$ cat config.mk
export PLATFORM = sky130hd
export DESIGN_NAME = phy_tx_par2serial_flat
export DESIGN_NICKNAME = d
export VERILOG_FILES = /design/src/rtl/phy_tx_par2serial_if.sv /design/src/rtl/phy_tx_par2serial.sv /design/src/flat_wrapper.sv
export SDC_FILE = /design/constraint.sdc
export NUM_CORES = 1
export LEC_CHECK = 0
export BUFFER_PORTS_ARGS = -buffer_cell sky130_fd_sc_hd__buf_4
export CELL_PAD_IN_SITES_DETAIL_PLACEMENT = 1
export CELL_PAD_IN_SITES_GLOBAL_PLACEMENT = 2
export CORE_MARGIN = 4
export CORE_UTILIZATION = 35
export DETAILED_ROUTE_END_ITERATION = 12
export PLACE_DENSITY_LB_ADDON = 0.1
export SETUP_SLACK_MARGIN = 0.05
export SYNTH_ARGS = -nofsm -noshare
export SYNTH_HDL_FRONTEND = slang
export SYNTH_SLANG_ARGS = --single-unit
export TNS_END_PERCENT = 5
$ cat constraint.sdc
create_clock -name clk_32f -period 4.1 [get_ports clk_32f]
set_clock_uncertainty 0.15 [all_clocks]
set_input_delay 0.615 -clock clk_32f [delete_from_list [all_inputs] [get_ports clk_32f]]
set_output_delay 0.615 -clock clk_32f [all_outputs]
set_load 0.02 [all_outputs]
$ cat src/rtl/phy_tx_par2serial_if.sv
// Byte-side link between the lane-mux tree and the serializer.
// The master is the upstream byte source; the slave is the serializer.
interface phy_tx_par2serial_if;
  logic [7:0] data_in;
  logic       valid_in;
  logic       byte_req;
  logic       data_out;
  logic       active;

  modport master (
    output data_in,
    output valid_in,
    input  byte_req,
    input  data_out,
    input  active
  );

  modport slave (
    input  data_in,
    input  valid_in,
    output byte_req,
    output data_out,
    output active
  );
endinterface

$ cat src/rtl/phy_tx_par2serial.sv
// Final phy_tx stage: shifts bytes out MSB first on the bit clock, opening with a
// burst of COM alignment symbols and padding empty slots with IDLE.
module phy_tx_par2serial #(
  parameter logic [7:0] COM_SYM    = 8'hBC,
  parameter logic [7:0] IDLE_SYM   = 8'h7C,
  parameter int         SYNC_BYTES = 4
) (
  input  logic                  clk_32f,
  input  logic                  reset_L,
  phy_tx_par2serial_if.slave    bus
);

  localparam int SYNC_W = (SYNC_BYTES > 1) ? $clog2(SYNC_BYTES) : 1;
  localparam logic [SYNC_W-1:0] SYNC_LAST = SYNC_W'(SYNC_BYTES - 1);

  typedef enum logic {SYNC, ACTIVE} state_t;

  state_t            state_q;
  logic [2:0]        bitCnt_q;
  logic [SYNC_W-1:0] syncCnt_q;
  logic [7:0]        shReg_q;
  logic [7:0]        shReg_d;
  logic              dataOut_q;
  logic              active_q;
  logic              lastBit;
  logic              capture;

  // A byte is taken from upstream on the load edge of the last COM byte and
  // on every load edge afterwards; earlier load edges reload COM.
  assign lastBit = (bitCnt_q == 3'd7);
  assign capture = lastBit && ((state_q == ACTIVE) || (syncCnt_q == SYNC_LAST));

  always_comb begin
    shReg_d = {shReg_q[6:0], 1'b0};
    if (lastBit) begin
      if (capture) begin
        shReg_d = bus.valid_in ? bus.data_in : IDLE_SYM;
      end else begin
        shReg_d = COM_SYM;
      end
    end
  end

  always_ff @(posedge clk_32f or negedge reset_L) begin
    if (!reset_L) begin
      state_q   <= SYNC;
      bitCnt_q  <= 3'd0;
      syncCnt_q <= '0;
      shReg_q   <= COM_SYM;
      dataOut_q <= 1'b0;
      active_q  <= 1'b0;
    end else begin
      dataOut_q <= shReg_q[7];
      bitCnt_q  <= bitCnt_q + 3'd1;
      shReg_q   <= shReg_d;
      if (lastBit && (state_q == SYNC)) begin
        if (syncCnt_q == SYNC_LAST) begin
          state_q  <= ACTIVE;
          active_q <= 1'b1;
        end else begin
          syncCnt_q <= syncCnt_q + 1'b1;
        end
      end
    end
  end

  assign bus.byte_req = capture;
  assign bus.data_out = dataOut_q;
  assign bus.active   = active_q;

endmodule

$ cat src/flat_wrapper.sv
// flat-port wrapper written by rule: the top's interface ports become plain ports
module phy_tx_par2serial_flat 
#(
  parameter logic [7:0] COM_SYM    = 8'hBC,
  parameter logic [7:0] IDLE_SYM   = 8'h7C,
  parameter int         SYNC_BYTES = 4
)
  (clk_32f, reset_L, bus_data_in, bus_valid_in, bus_byte_req, bus_data_out, bus_active);
  phy_tx_par2serial_if bus_i ();
  input  logic clk_32f;
  input  logic reset_L;
  input wire logic [$bits(bus_i.data_in)-1:0] bus_data_in;
  input wire logic [$bits(bus_i.valid_in)-1:0] bus_valid_in;
  output wire logic [$bits(bus_i.byte_req)-1:0] bus_byte_req;
  output wire logic [$bits(bus_i.data_out)-1:0] bus_data_out;
  output wire logic [$bits(bus_i.active)-1:0] bus_active;
  assign bus_i.data_in = bus_data_in;
  assign bus_i.valid_in = bus_valid_in;
  assign bus_byte_req = bus_i.byte_req;
  assign bus_data_out = bus_i.data_out;
  assign bus_active = bus_i.active;
  phy_tx_par2serial #(.COM_SYM(COM_SYM), .IDLE_SYM(IDLE_SYM), .SYNC_BYTES(SYNC_BYTES)) u_core (.clk_32f(clk_32f), .reset_L(reset_L), .bus(bus_i));
endmodule
; After elaboration in Yosys (flattened, before gate mapping)
; Index checks and enable logic that the tools add are counted.
[op_classes]
bitwise_logic = 2
reduce_logical = 5
add_sub_neg = 2
n_mux = 3
eq_ne = 2
[ops]
columns = op, count
row1 = $mux W8, 3
row2 = $reduce_and A2 Y1, 2
row3 = $add A3 B1 Y3 const B, 1
row4 = $eq A3 B3 Y1 const B, 1
row5 = $add A2 B1 Y2 const B, 1
row6 = $eq A2 B2 Y1 const B, 1
row7 = $logic_and A1 B1 Y1, 2
row8 = $not A1 Y1, 2
row9 = $logic_or A1 B1 Y1, 1
[word_totals]
regBits = 15
word_cells = 19

; Depth between registers and ports, before layout
[depth]
word_depth = 5
ltp_mapped = 6
depth_no_buf = 4

; Worst setup path before layout
; Ideal clock, no wire load.
[synth_path]
path_type = flip-flop to output port
start = register u_core.bitCnt_q[0]
end = output bus_byte_req
path_slack_ps = 2108
path_stages_with_launch = 6
n_path_buf = 2
arrival_time_ps = 1227
required_ps = 3335
path_cell_list = dfrtp_1 ha_1 ha_1 buf_6 buf_2 and2_1
[synth_between]
elab_chain_cells = 2
[synth_lines]
columns = item, line_no
row1 = "start, declared", phy_tx_par2serial.sv:19  ; logic [2:0] bitCnt_q;
row2 = "start signal, assigned", phy_tx_par2serial.sv:54  ; bitCnt_q <= bitCnt_q + 3'd1;
row3 = $eq A3 B3 Y1, phy_tx_par2serial.sv:30  ; assign lastBit = (bitCnt_q == 3'd7);
row4 = $logic_and A1 B1 Y1, phy_tx_par2serial.sv:31  ; assign capture = lastBit && ((state_q == ACTIVE) || (syncCnt_q == SYNC_LAST));
row5 = "end, declared", flat_wrapper.sv:14  ; output wire logic [$bits(bus_i.byte_req)-1:0] bus_byte_req;
; No other way between the ends.

; Worst setup path in the final report
; Ends and elaborated chain as after synthesis.

==> impl_results.md <==
* Tightest Pin Transition at 0.568 ns
* Final Setup Violations at 0
* Total core area at 0.00159 mm²
* PortBufs at 13
* GR Util All Layers at 10.3%
* Syn Area/Cell at 12.7 µm²
* Global routing usage on met3 at 4.52%
* Commonest non-fill, non-tap cell in the layout: buf_4
* Final net count at 79
* Type of origin of the critical path: flop
* Largest net degree at the start of global routing at 19
* DIE WIDTH at 50.1 µm
* CTS Hold Buffers Added at 0
* First-pass GRT wire length at 1950 µm
* Synthesis-stage register bit count at 15
* Status: completed
* Synthesized area at 621 µm²
* Seq/Total Area, Yosys at 61.5%
* Critical path's slowest cell: ha_1
* Setup TNS at 0 ns
* Vias at 405
* Initial antenna violation count at 0
* GRT overflow at 0
* Crit path kind: flop to output port
* ANT cells at 0
* Final Max Slew Viols at 0
* Final hold violations at 0
* CP dominant cell by count: ha_1
* Fill count at 175
* Num CTS Buffers at 3
* Worst skew pair latency at 0.27 ns
* DRT Wirelength at 1070 µm
* CTS tree: done
* Grt met2 use at 16.5%
* Fraction of layout cells with a size suffix above 1 at 35.9%
* Final Critical Period at 2.41 ns
* # IOs at 14
* Worst-path clk slew at 0.09 ns
* Crit path capture type: output port
* CP peak stage delay at 0.51 ns
* Initial DRC count at 2
* Die Y at 50.1 µm
* CP bufs+invs at 1
* Die ar. at 0.00251 mm²
* Sequential power share at 61.3%
* Worst hold slack at 0.0229 ns
* Comb pwr share at 6.9%
* Worst Path Max Fanout at 18
* Period utilisation layout at 58.8%
* Psw at 0.0000519 W
* Sw Ratio at 20.5%
* Initial core utilization at 38.9%
* Rows at 14
* Leak pwr at 0.381 nW
* Final ANT Viol Nets at 0
* Count of different cell masters after synthesis at 20
* Post-Synthesis Cells at 49
* Clock Tree Buf Depth at 2
* RSZ-0062 raised after global routing: false
* Via density per instance at 4.60
* Hold crit path type: input port to asynchronous set/reset pin
* CP Cell Sequence: ha_1 > ha_1 > and2_1 > buf_4
* Max Clock Freq at 415 MHz
* Cell-internal power at 0.000201 W
* Setup Fix Bufs, Post-CTS at 0
* Slew headroom at 62.2%
* Syn Nets at 63
* Yosys warns at 0
* Post-CTS sizing at 0
* Critical Path AT at 1.64 ns
* Routability congestion estimate at 0.609
* Number of global-route vias before repair at 457
* CTS H-tree depth at 1
* DR WL/cell at 12.1 µm
* Max-cap violations at 0
* DRC at 0
* First-pass DRT Iterations at 3
* Area grow syn2layout at 22.2%
* GRT met1 Usage at 12.4%
* Highest-count cells in the layout ignoring fill and taps: buf_4, dfrtp_1
* Peak supply drop at 0.214 mV
* Detailed Place HPWL at 811 µm
* Clk pwr share at 31.9%
* Top Usage Layer GRT: met2
* Worst path required time at 3.34 ns
* Root Buffer: clkbuf_4
* Power per cell area at 333 mW/mm²
* CTS Sinks at 15
* Critical path's top delay family: adder cells
stage by stage:
step | util (%) | instance area [µm²] | worst slack [ns] | power [W] | std cells
after floorplan | - | 621 | 2.11 | 0.000163 | 49
after global placement | 45.9 | 732 | 1.98 | 0.000175 | 84
after detailed placement | 45.9 | 732 | 1.97 | 0.000176 | 84
after CTS | 47.6 | 758 | 1.66 | 0.000257 | 88
after global routing | 47.6 | 758 | 1.53 | 0.000270 | 88
final | 47.6 | 758 | 1.69 | 0.000253 | 88
layout make-up:
class | count | area [µm²] | area share [%]
multi-input combinational | 27 | 204 | 26.9
inverter | 5 | 18.8 | 2.48
clock buffer | 4 | 26.3 | 3.47
timing repair buffer | 13 | 97.6 | 12.9
sequential | 15 | 382 | 50.3
tap | 24 | 30.0 | 3.96
final timing paths:
kind                                         start  depth (start not counted)  slack [ns]                  end
worst min register to register   u_core.shReg_q[7]                          0        0.25  u_core.bus.data_out
min in group clk_32f             u_core.shReg_q[7]                          0        0.25  u_core.bus.data_out
worst max register to register  u_core.bitCnt_q[0]                          4        2.17  u_core.syncCnt_q[1]
worst min-delay path                       reset_L                          1        0.02    u_core.shReg_q[0]
max in group asynchronous                  reset_L                          1        3.53    u_core.shReg_q[7]
worst max-delay path            u_core.bitCnt_q[0]                          4        1.69         bus_byte_req
power groups by stage:
stage / logic [W] / registers [W] / clock network [W]
3_3_place_gp: 0.0000179 / 0.000157 / 0
6_report: 0.0000173 / 0.000155 / 0.0000805
5_1_grt: 0.0000199 / 0.000155 / 0.0000952
3_5_place_dp: 0.0000180 / 0.000157 / 0
4_1_cts: 0.0000180 / 0.000155 / 0.0000845
2_1_floorplan: 0.00000514 / 0.000158 / 0
registers in the layout (all words and copies together) (netlist names):
name,count
u_core.syncCnt_q,2
u_core.bus.active,1
u_core.shReg_q,8
u_core.bitCnt_q,3
u_core.bus.data_out,1
layer usage:
| metal | wire length (µm) | share of wire, % |
|---|---|---|
| met3 | 61 | 5.7 |
| met5 | 0 | 0 |
| met4 | 6 | 0.56 |
| met1 | 480 | 45 |
| met2 | 516 | 48 |
synth_stat cells:
cell type / number / area, µm²
a21o_1: 1 / 7.51
nand2_1: 1 / 3.75
dfrtp_1: 10 / 250
mux2_4: 1 / 15.0
ha_1: 3 / 37.5
dfstp_2: 5 / 131
buf_6: 1 / 11.3
nor2_1: 5 / 18.8
o21a_1: 1 / 7.51
and2_1: 1 / 6.26
xor2_1: 1 / 8.76
nand2b_1: 1 / 6.26
a31o_1: 2 / 17.5
inv_1: 5 / 18.8
or2_1: 1 / 6.26
nor2b_1: 2 / 12.5
nor3b_4: 1 / 18.8
a31oi_1: 5 / 31.3
and3_1: 1 / 6.26
buf_2: 1 / 5.00
logic make-up after synthesis:
| family | share of synthesized area, % |
|---|---|
| DFF | 61.5 |
| and+or+nand+nor | 12.7 |
| AOI/OAI and AO/OA | 10.3 |
| buffers and inverters | 5.64 |
| adders and majority gates | 6.05 |
| xor gates and xnor gates | 1.41 |
| muxes | 2.42 |
No activity file was read; power rests on OpenSTA's default activity.
